==> config.mk <==
export PLATFORM = sky130hd
export DESIGN_NAME = gpio_irq_io
export DESIGN_NICKNAME = d
export VERILOG_FILES = /design/src/rtl/gpio_irq_io_pkg.sv /design/src/rtl/gpio_irq_io_debounce.sv /design/src/rtl/gpio_irq_io.sv
export SDC_FILE = /design/constraint.sdc
export NUM_CORES = 1
export LEC_CHECK = 0
export BUFFER_PORTS_ARGS = -buffer_cell sky130_fd_sc_hd__buf_2
export CORE_MARGIN = 4
export CORE_UTILIZATION = 25
export DETAILED_ROUTE_END_ITERATION = 8
export GPL_TIMING_DRIVEN = 1
export PLACE_DENSITY = 0.4
export REMOVE_ABC_BUFFERS = 1
export SETUP_SLACK_MARGIN = 0.15
export SLEW_MARGIN = 20
export SYNTH_ARGS = -nofsm -noshare
export SYNTH_HDL_FRONTEND = slang
export SYNTH_SLANG_ARGS = --single-unit
==> constraint.sdc <==
create_clock -name Bus2IP_Clk -period 7.4 [get_ports Bus2IP_Clk]
set_clock_uncertainty 0.2 [all_clocks]
set_input_delay 1.85 -clock Bus2IP_Clk [delete_from_list [all_inputs] [get_ports Bus2IP_Clk]]
set_output_delay 1.85 -clock Bus2IP_Clk [all_outputs]
set_load 0.02 [all_outputs]
==> src/rtl/gpio_irq_io_pkg.sv <==
// Shared constants and helpers for the GPIO interrupt controller.
package gpio_irq_io_pkg;

  localparam int CE_WIDTH = 6;

  localparam logic [2:0] REG_OUT   = 3'd0;
  localparam logic [2:0] REG_DIR   = 3'd1;
  localparam logic [2:0] REG_IN    = 3'd2;
  localparam logic [2:0] REG_IEN   = 3'd3;
  localparam logic [2:0] REG_ISTAT = 3'd4;
  localparam logic [2:0] REG_CFG   = 3'd5;

  localparam int CFG_GIE_BIT  = 0;
  localparam int CFG_EDGE_LSB = 1;
  localparam int CFG_EDGE_MSB = 2;
  localparam int CFG_WIDTH    = 3;

  typedef enum logic [1:0] {
    EDGE_NONE = 2'b00,
    EDGE_RISE = 2'b01,
    EDGE_FALL = 2'b10,
    EDGE_BOTH = 2'b11
  } edge_mode_e;

  // True when exactly one chip-enable bit is set.
  function automatic logic is_onehot(input logic [CE_WIDTH-1:0] ce);
    int n;
    n = 0;
    for (int i = 0; i < CE_WIDTH; i++) begin
      if (ce[i]) n++;
    end
    return (n == 1);
  endfunction

  // CE bit 5 selects register 0, bit 0 selects register 5.
  function automatic logic [2:0] ce_index(input logic [CE_WIDTH-1:0] ce);
    logic [2:0] idx;
    idx = '0;
    for (int i = 0; i < CE_WIDTH; i++) begin
      if (ce[i]) idx = 3'(CE_WIDTH - 1 - i);
    end
    return idx;
  endfunction

  // Replace only the byte lanes enabled by be.
  function automatic logic [31:0] byte_merge(input logic [31:0] old_v,
                                             input logic [31:0] new_v,
                                             input logic [3:0]  be);
    logic [31:0] res;
    res = old_v;
    for (int b = 0; b < 4; b++) begin
      if (be[b]) res[8*b +: 8] = new_v[8*b +: 8];
    end
    return res;
  endfunction

endpackage

==> src/rtl/gpio_irq_io_debounce.sv <==
// One-bit input conditioner: 2-FF synchroniser followed by a stability counter.
module gpio_debounce
  #(parameter int DEB_CYCLES = 50000)
  (input  logic clk,
   input  logic reset,
   input  logic pin_async,
   output logic stable);

  localparam int CNT_W = $clog2(DEB_CYCLES + 1);
  localparam logic [CNT_W-1:0] CNT_LAST = CNT_W'(DEB_CYCLES - 1);

  logic sync1, sync2;
  logic [CNT_W-1:0] cnt;

  // Bring the pin into the clock domain.
  always_ff @(posedge clk) begin
    if (reset) begin
      sync1 <= 1'b0;
      sync2 <= 1'b0;
    end else begin
      sync1 <= pin_async;
      sync2 <= sync1;
    end
  end

  // Accept a new level only after it has differed for DEB_CYCLES clocks in a row.
  always_ff @(posedge clk) begin
    if (reset) begin
      cnt    <= '0;
      stable <= 1'b0;
    end else if (sync2 == stable) begin
      cnt <= '0;
    end else if (cnt == CNT_LAST) begin
      cnt    <= '0;
      stable <= sync2;
    end else begin
      cnt <= cnt + CNT_W'(1);
    end
  end

endmodule

==> src/rtl/gpio_irq_io.sv <==
// GPIO block with debounced inputs, edge interrupts and a one-hot CE register bus.
module gpio_irq_io
  import gpio_irq_io_pkg::*;
  #(parameter int GPIO_WIDTH = 13,
    parameter int DEB_CYCLES = 50000)
  (input  logic                  Bus2IP_Clk,
   input  logic                  Bus2IP_Reset,
   input  logic [31:0]           Bus2IP_Data,
   input  logic [3:0]            Bus2IP_BE,
   input  logic [CE_WIDTH-1:0]   Bus2IP_RdCE,
   input  logic [CE_WIDTH-1:0]   Bus2IP_WrCE,
   output logic [31:0]           IP2Bus_Data,
   output logic                  IP2Bus_RdAck,
   output logic                  IP2Bus_WrAck,
   output logic                  IP2Bus_Error,
   input  logic [GPIO_WIDTH-1:0] gpio_I,
   output logic [GPIO_WIDTH-1:0] gpio_O,
   output logic [GPIO_WIDTH-1:0] gpio_T,
   output logic                  irq);

  logic [CE_WIDTH-1:0]   rd_ce_q, wr_ce_q;
  logic                  rd_start, wr_start, both_ce, rd_fire, wr_fire, xfer_err, wr_commit;
  logic [2:0]            rd_idx, wr_idx;
  logic [GPIO_WIDTH-1:0] out_r, dir_r, ien_r, istat_r, in_stable, in_prev, edge_set, istat_clr;
  logic [GPIO_WIDTH-1:0] rise, fall;
  logic [CFG_WIDTH-1:0]  cfg_r;
  logic [31:0]           reg_view [8];
  logic [31:0]           wr_merged, clr_bytes, rd_value;
  logic [31:0]           rd_data_r;
  logic                  rd_ack_r, wr_ack_r, err_r, irq_r;
  logic                  unused_bits;

  genvar g;
  generate
    for (g = 0; g < GPIO_WIDTH; g++) begin : g_deb
      gpio_debounce #(.DEB_CYCLES(DEB_CYCLES)) u_deb
        (.clk(Bus2IP_Clk), .reset(Bus2IP_Reset), .pin_async(gpio_I[g]), .stable(in_stable[g]));
    end
  endgenerate

  // Detect new transfers on CE rising from zero and classify them as good or error.
  always_comb begin
    rd_start  = (Bus2IP_RdCE != '0) && (rd_ce_q == '0);
    wr_start  = (Bus2IP_WrCE != '0) && (wr_ce_q == '0);
    both_ce   = (Bus2IP_RdCE != '0) && (Bus2IP_WrCE != '0);
    rd_fire   = rd_start | (both_ce & wr_start);
    wr_fire   = wr_start | (both_ce & rd_start);
    rd_idx    = ce_index(Bus2IP_RdCE);
    wr_idx    = ce_index(Bus2IP_WrCE);
    xfer_err  = 1'b0;
    if (both_ce) begin
      xfer_err = rd_fire | wr_fire;
    end else begin
      xfer_err = (rd_fire & ~is_onehot(Bus2IP_RdCE)) |
                 (wr_fire & (~is_onehot(Bus2IP_WrCE) | (wr_idx == REG_IN)));
    end
    wr_commit = wr_fire & ~xfer_err;
  end

  // Zero-extended register views plus the byte-merged write value and W1C mask.
  always_comb begin
    reg_view[0] = 32'(out_r);
    reg_view[1] = 32'(dir_r);
    reg_view[2] = 32'(in_stable);
    reg_view[3] = 32'(ien_r);
    reg_view[4] = 32'(istat_r);
    reg_view[5] = 32'(cfg_r);
    reg_view[6] = '0;
    reg_view[7] = '0;
    rd_value    = reg_view[rd_idx];
    wr_merged   = byte_merge(reg_view[wr_idx], Bus2IP_Data, Bus2IP_BE);
    clr_bytes   = byte_merge(32'h0, Bus2IP_Data, Bus2IP_BE);
    istat_clr   = (wr_commit && (wr_idx == REG_ISTAT)) ? clr_bytes[GPIO_WIDTH-1:0] : '0;
  end

  assign unused_bits = ^{wr_merged, clr_bytes};

  // Edge selection on the debounced inputs against their previous value.
  always_comb begin
    rise     = in_stable & ~in_prev;
    fall     = ~in_stable & in_prev;
    edge_set = '0;
    case (edge_mode_e'(cfg_r[CFG_EDGE_MSB:CFG_EDGE_LSB]))
      EDGE_RISE: edge_set = rise;
      EDGE_FALL: edge_set = fall;
      EDGE_BOTH: edge_set = rise | fall;
      default:   edge_set = '0;
    endcase
  end

  // Register file; a new edge wins over a simultaneous W1C on the same bit.
  always_ff @(posedge Bus2IP_Clk) begin
    if (Bus2IP_Reset) begin
      out_r   <= '0;
      dir_r   <= '1;
      ien_r   <= '0;
      istat_r <= '0;
      cfg_r   <= '0;
      in_prev <= '0;
    end else begin
      in_prev <= in_stable;
      istat_r <= (istat_r & ~istat_clr) | edge_set;
      if (wr_commit) begin
        case (wr_idx)
          REG_OUT: out_r <= wr_merged[GPIO_WIDTH-1:0];
          REG_DIR: dir_r <= wr_merged[GPIO_WIDTH-1:0];
          REG_IEN: ien_r <= wr_merged[GPIO_WIDTH-1:0];
          REG_CFG: cfg_r <= wr_merged[CFG_WIDTH-1:0];
          default: ;
        endcase
      end
    end
  end

  // Bus handshake outputs and registered interrupt.
  always_ff @(posedge Bus2IP_Clk) begin
    if (Bus2IP_Reset) begin
      rd_ce_q   <= '0;
      wr_ce_q   <= '0;
      rd_ack_r  <= 1'b0;
      wr_ack_r  <= 1'b0;
      err_r     <= 1'b0;
      rd_data_r <= '0;
      irq_r     <= 1'b0;
    end else begin
      rd_ce_q   <= Bus2IP_RdCE;
      wr_ce_q   <= Bus2IP_WrCE;
      rd_ack_r  <= rd_fire;
      wr_ack_r  <= wr_fire;
      err_r     <= xfer_err;
      rd_data_r <= (rd_fire && !xfer_err) ? rd_value : '0;
      irq_r     <= cfg_r[CFG_GIE_BIT] & (|(istat_r & ien_r));
    end
  end

  assign IP2Bus_Data  = rd_data_r;
  assign IP2Bus_RdAck = rd_ack_r;
  assign IP2Bus_WrAck = wr_ack_r;
  assign IP2Bus_Error = err_r;
  assign gpio_O       = out_r;
  assign gpio_T       = dir_r;
  assign irq          = irq_r;

endmodule
==> key figures <==
Clock network
  – Post-CTS sizing: 0
  – Cts hold-fix bufs: 0
  – Clock-pin slew on the worst setup and hold paths: around 60 ps
  – Root Buffer: clkbuf_16
  – CTS Buffer Depth: 3
  – CTS tree: done
  – Clk sink count: about 340
  – Post-CTS Setup Repair Bufs: 0
  – TritonCTS Buffers: 43
  – Clk_lat worst skew: approximately 560 ps
  – H-tree depth: 2

Floorplanning
  – Num rows: 92
  – Die Ht: ~260 um
  – Starting density of the core: between 20% and 30%
  – Core area: about 0.063 mm^2
  – Die ar.: about 0.069 mm^2
  – Die X: approximately 260 um
  – IO Pins: around 130

Timing
  – Slew Limit Fails: 0
  – RSZ-0062 raised after global routing: no
  – Aggregate negative setup slack: 0 ps
  – Worst Tran Pin Value: 1030 ps
  – Fin. Hold Viols: 0
  – Tmin final: ~5300 ps
  – Post-route clock period utilization: a little under three quarters
  – Relative slew slack: between 30% and 40%
  – Fmax: around 0.19 GHz
  – Setup violations, final: 0

Status
  – Status: complete, no violations

Setup path
  – R2R Path Start: wr_ce_q[1]
  – WS Path Type: input pin to flip-flop
  – Register-to-register setup slack: between 4000 and 5000 ps
  – Critical path origin: Bus2IP_WrCE[0]
  – R2R depth: 6
  – Crit-path max FO: 8
  – RR Endpoint: IP2Bus_Data[1]
  – Critical Path RT: ~7700 ps
  – Worst setup SP type: input pin
  – Critical path arrival: 5610 ps
  – Setup crit end kind: flip-flop

Place
  – Placed cell count: between 2000 and 3000
  – Detailed Place HPWL: 29.3 mm
  – Placed Instance Area: around 0.017 mm^2
  – GPL Wtd Cong: slightly below 0.8
  – # port buffers: between 80 and 90

Drt
  – Drt wl/cell: between 15 and 20 um
  – # DRC: 0
  – DR pass1 iterations: 5
  – Iteration-0 DRC Markers: roughly 530
  – Total routed wirelength: 43.2 mm
  – Vias: between 10000 and 15000
  – DR vias/cell: 4.52
  – Detail Route Antenna Nets: 0

Finish
  – Most frequent cells in the layout: nor2_1 (350), dfxtp_1 (344), nand2_1 (130), xor2_1 (111), nand3_1 (86)
  – Post-route insts no fill: around 2800
  – Post-layout instance area: roughly 0.019 mm^2
  – Layout area overhead: 15.7%
  – Share of layout cells above drive strength 1: roughly 10%
  – Commonest non-fill, non-tap cell in the layout: nor2_1
  – Final net count: roughly 2000

Yosys
  – Mapped Cells: roughly 1800
  – Synthesized area: 0.0161 mm^2
  – Yosys warns: 0
  – Area leader, netlist: dfxtp_1
  – Post-synth EDFFs: 0
  – Synth Register Bits: roughly 340
  – Ys async rst share: 0%
  – Post-synth top area share: a little over two fifths
  – Sequential share of the synthesized area: between 40% and 50%
  – Ys flop type: dfxtp_1
  – Netlist cell types: between 70 and 80
  – Synth Area per Inst: around 8.8 um^2
  – Top post-synthesis cells by area: dfxtp_1 (43%), nor2_1 (8.1%), xor2_1 (6.0%)

GRT
  – First-pass GRT wire length: between 60 and 70 mm
  – Largest net degree at the start of global routing: 134
  – GRT Overall Usage: between 10% and 20%
  – Antenna violations before repair: 9
  – Vias in the first global route: ~12000
  – Overflow after GRT: 0

Hold path
  – Worst Hold Endpoint: g_deb[3].u_deb.sync2
  – Hold Path Class: flip-flop to flip-flop
  – Hold Path Origin: g_deb[3].u_deb.sync1
  – Hold depth: 1

Power
  – VDD IR max: about 94 uV
  – Leak Pwr: roughly 0.0066 uW
  – Pwr Total: between 4000 and 5000 uW
  – Power Density: between 200 and 250 mW/mm^2

Job
  – Max cap viols: 0
-- worst max-delay path, cell delays in order --
cell and delay, ps:
buf_2 110, inv_1 60, ha_1 380, xor2_1 190
ha_1 300, nand2_1 70, o31ai_1 120, ha_1 300
mux2_2 270, ha_1 310, o311ai_4 420, nand3_1 150
a21oi_2 520, buf_4 350, mux2i_1 200
-- how the worst max path moves through the flow --
stage,slack (ps),end
5_1_grt,1810,gpio_T[5]
4_1_cts,2070,IP2Bus_Data[1]
2_1_floorplan,2110,gpio_T[0]
6_report,2080,gpio_T[5]
3_5_place_dp,1480,gpio_T[12]
3_3_place_gp,1490,IP2Bus_Data[1]
-- through the flow --
| stage | utilization [%] | hold WS (ps) | worst slack (ps) |
|---|---|---|---|
| 3_3_place_gp | 27.3 | 219 | 1490 |
| 2_1_floorplan | - | 213 | 2110 |
| 5_1_grt | 29.4 | 244 | 1810 |
| 6_report | 29.4 | 232 | 2080 |
| 3_5_place_dp | 27.3 | 224 | 1480 |
| 4_1_cts | 29.4 | 238 | 2070 |
-- cells in the mapped netlist (3+ instances only) --
cell and instances:
buf_6 3, ha_1 51, nand2b_1 29, buf_4 21
clkbuf_1 59, xnor2_1 81, a21o_1 3, nor2_1 350
o21a_1 6, a211oi_1 4, nand4_1 50, and3_1 41
a222oi_1 5, o21ai_0 35, buf_2 13, xor2_1 111
nor3_1 27, inv_1 51, buf_1 4, a22oi_1 15
or2_2 4, or3_1 18, and4_1 5, nor4bb_1 9
dfxtp_1 344, nand2_1 130, nor4_1 8, and2_1 4
a221oi_1 5, nand3b_1 11, o31ai_1 22, nor2b_1 40
mux4_2 13, mux2i_1 56, or3b_1 4, nand3_1 86
a21oi_1 68, nor4b_1 13, a32oi_1 4
-- power by group --
part	internal, uW	switching (uW)	leakage [uW]	total [uW]
logic	81.6	148	0.00318	229
clock network	1190	795	0.000659	1990
registers	1870	5.91	0.00278	1870
-- per-layer routing --
layer	vias to the layer above	global-route usage, %	wire (um)
met2	190	19.7	19000
met5	-	0	34
met1	5930	16.4	20500
met3	85	3.37	2490
met4	6	4.16	1170
li1	6361	-	-
-- registers in the layout, summed over array words and instances (netlist names), 3 cells and up --
register,cells
IP2Bus_Data,13
cfg_r,3
g_deb.u_deb.cnt,208
g_deb.u_deb.stable,13
g_deb.u_deb.sync1,13
g_deb.u_deb.sync2,13
gpio_O,13
gpio_T,13
ien_r,13
in_prev,13
istat_r,13
rd_ce_q,6
wr_ce_q,6
-- cell type report --
| type | instances | area, um^2 |
|---|---|---|
| inverter | 51 | 191 |
| sequential | 344 | 6890 |
| fill | 6735 | 44800 |
| clock inverter | 8 | 42.5 |
| timing repair buffer | 97 | 537 |
| tap | 846 | 1060 |
| antenna | 5 | 12.5 |
| clock buffer | 64 | 1290 |
| multi-input combinational | 1366 | 8640 |
-- cell families after synthesis --
group / after synthesis / synth area share (%)
flops: 344 / 42.7
compound gates: 187 / 7.49
other cells: 1 / 0.0233
xor+xnor: 194 / 10.7
buf+inv: 151 / 4.24
fa+ha+maj: 51 / 3.96
simple gates: 844 / 25.5
mux: 71 / 5.43
Power figures use the tool's default switching activity.
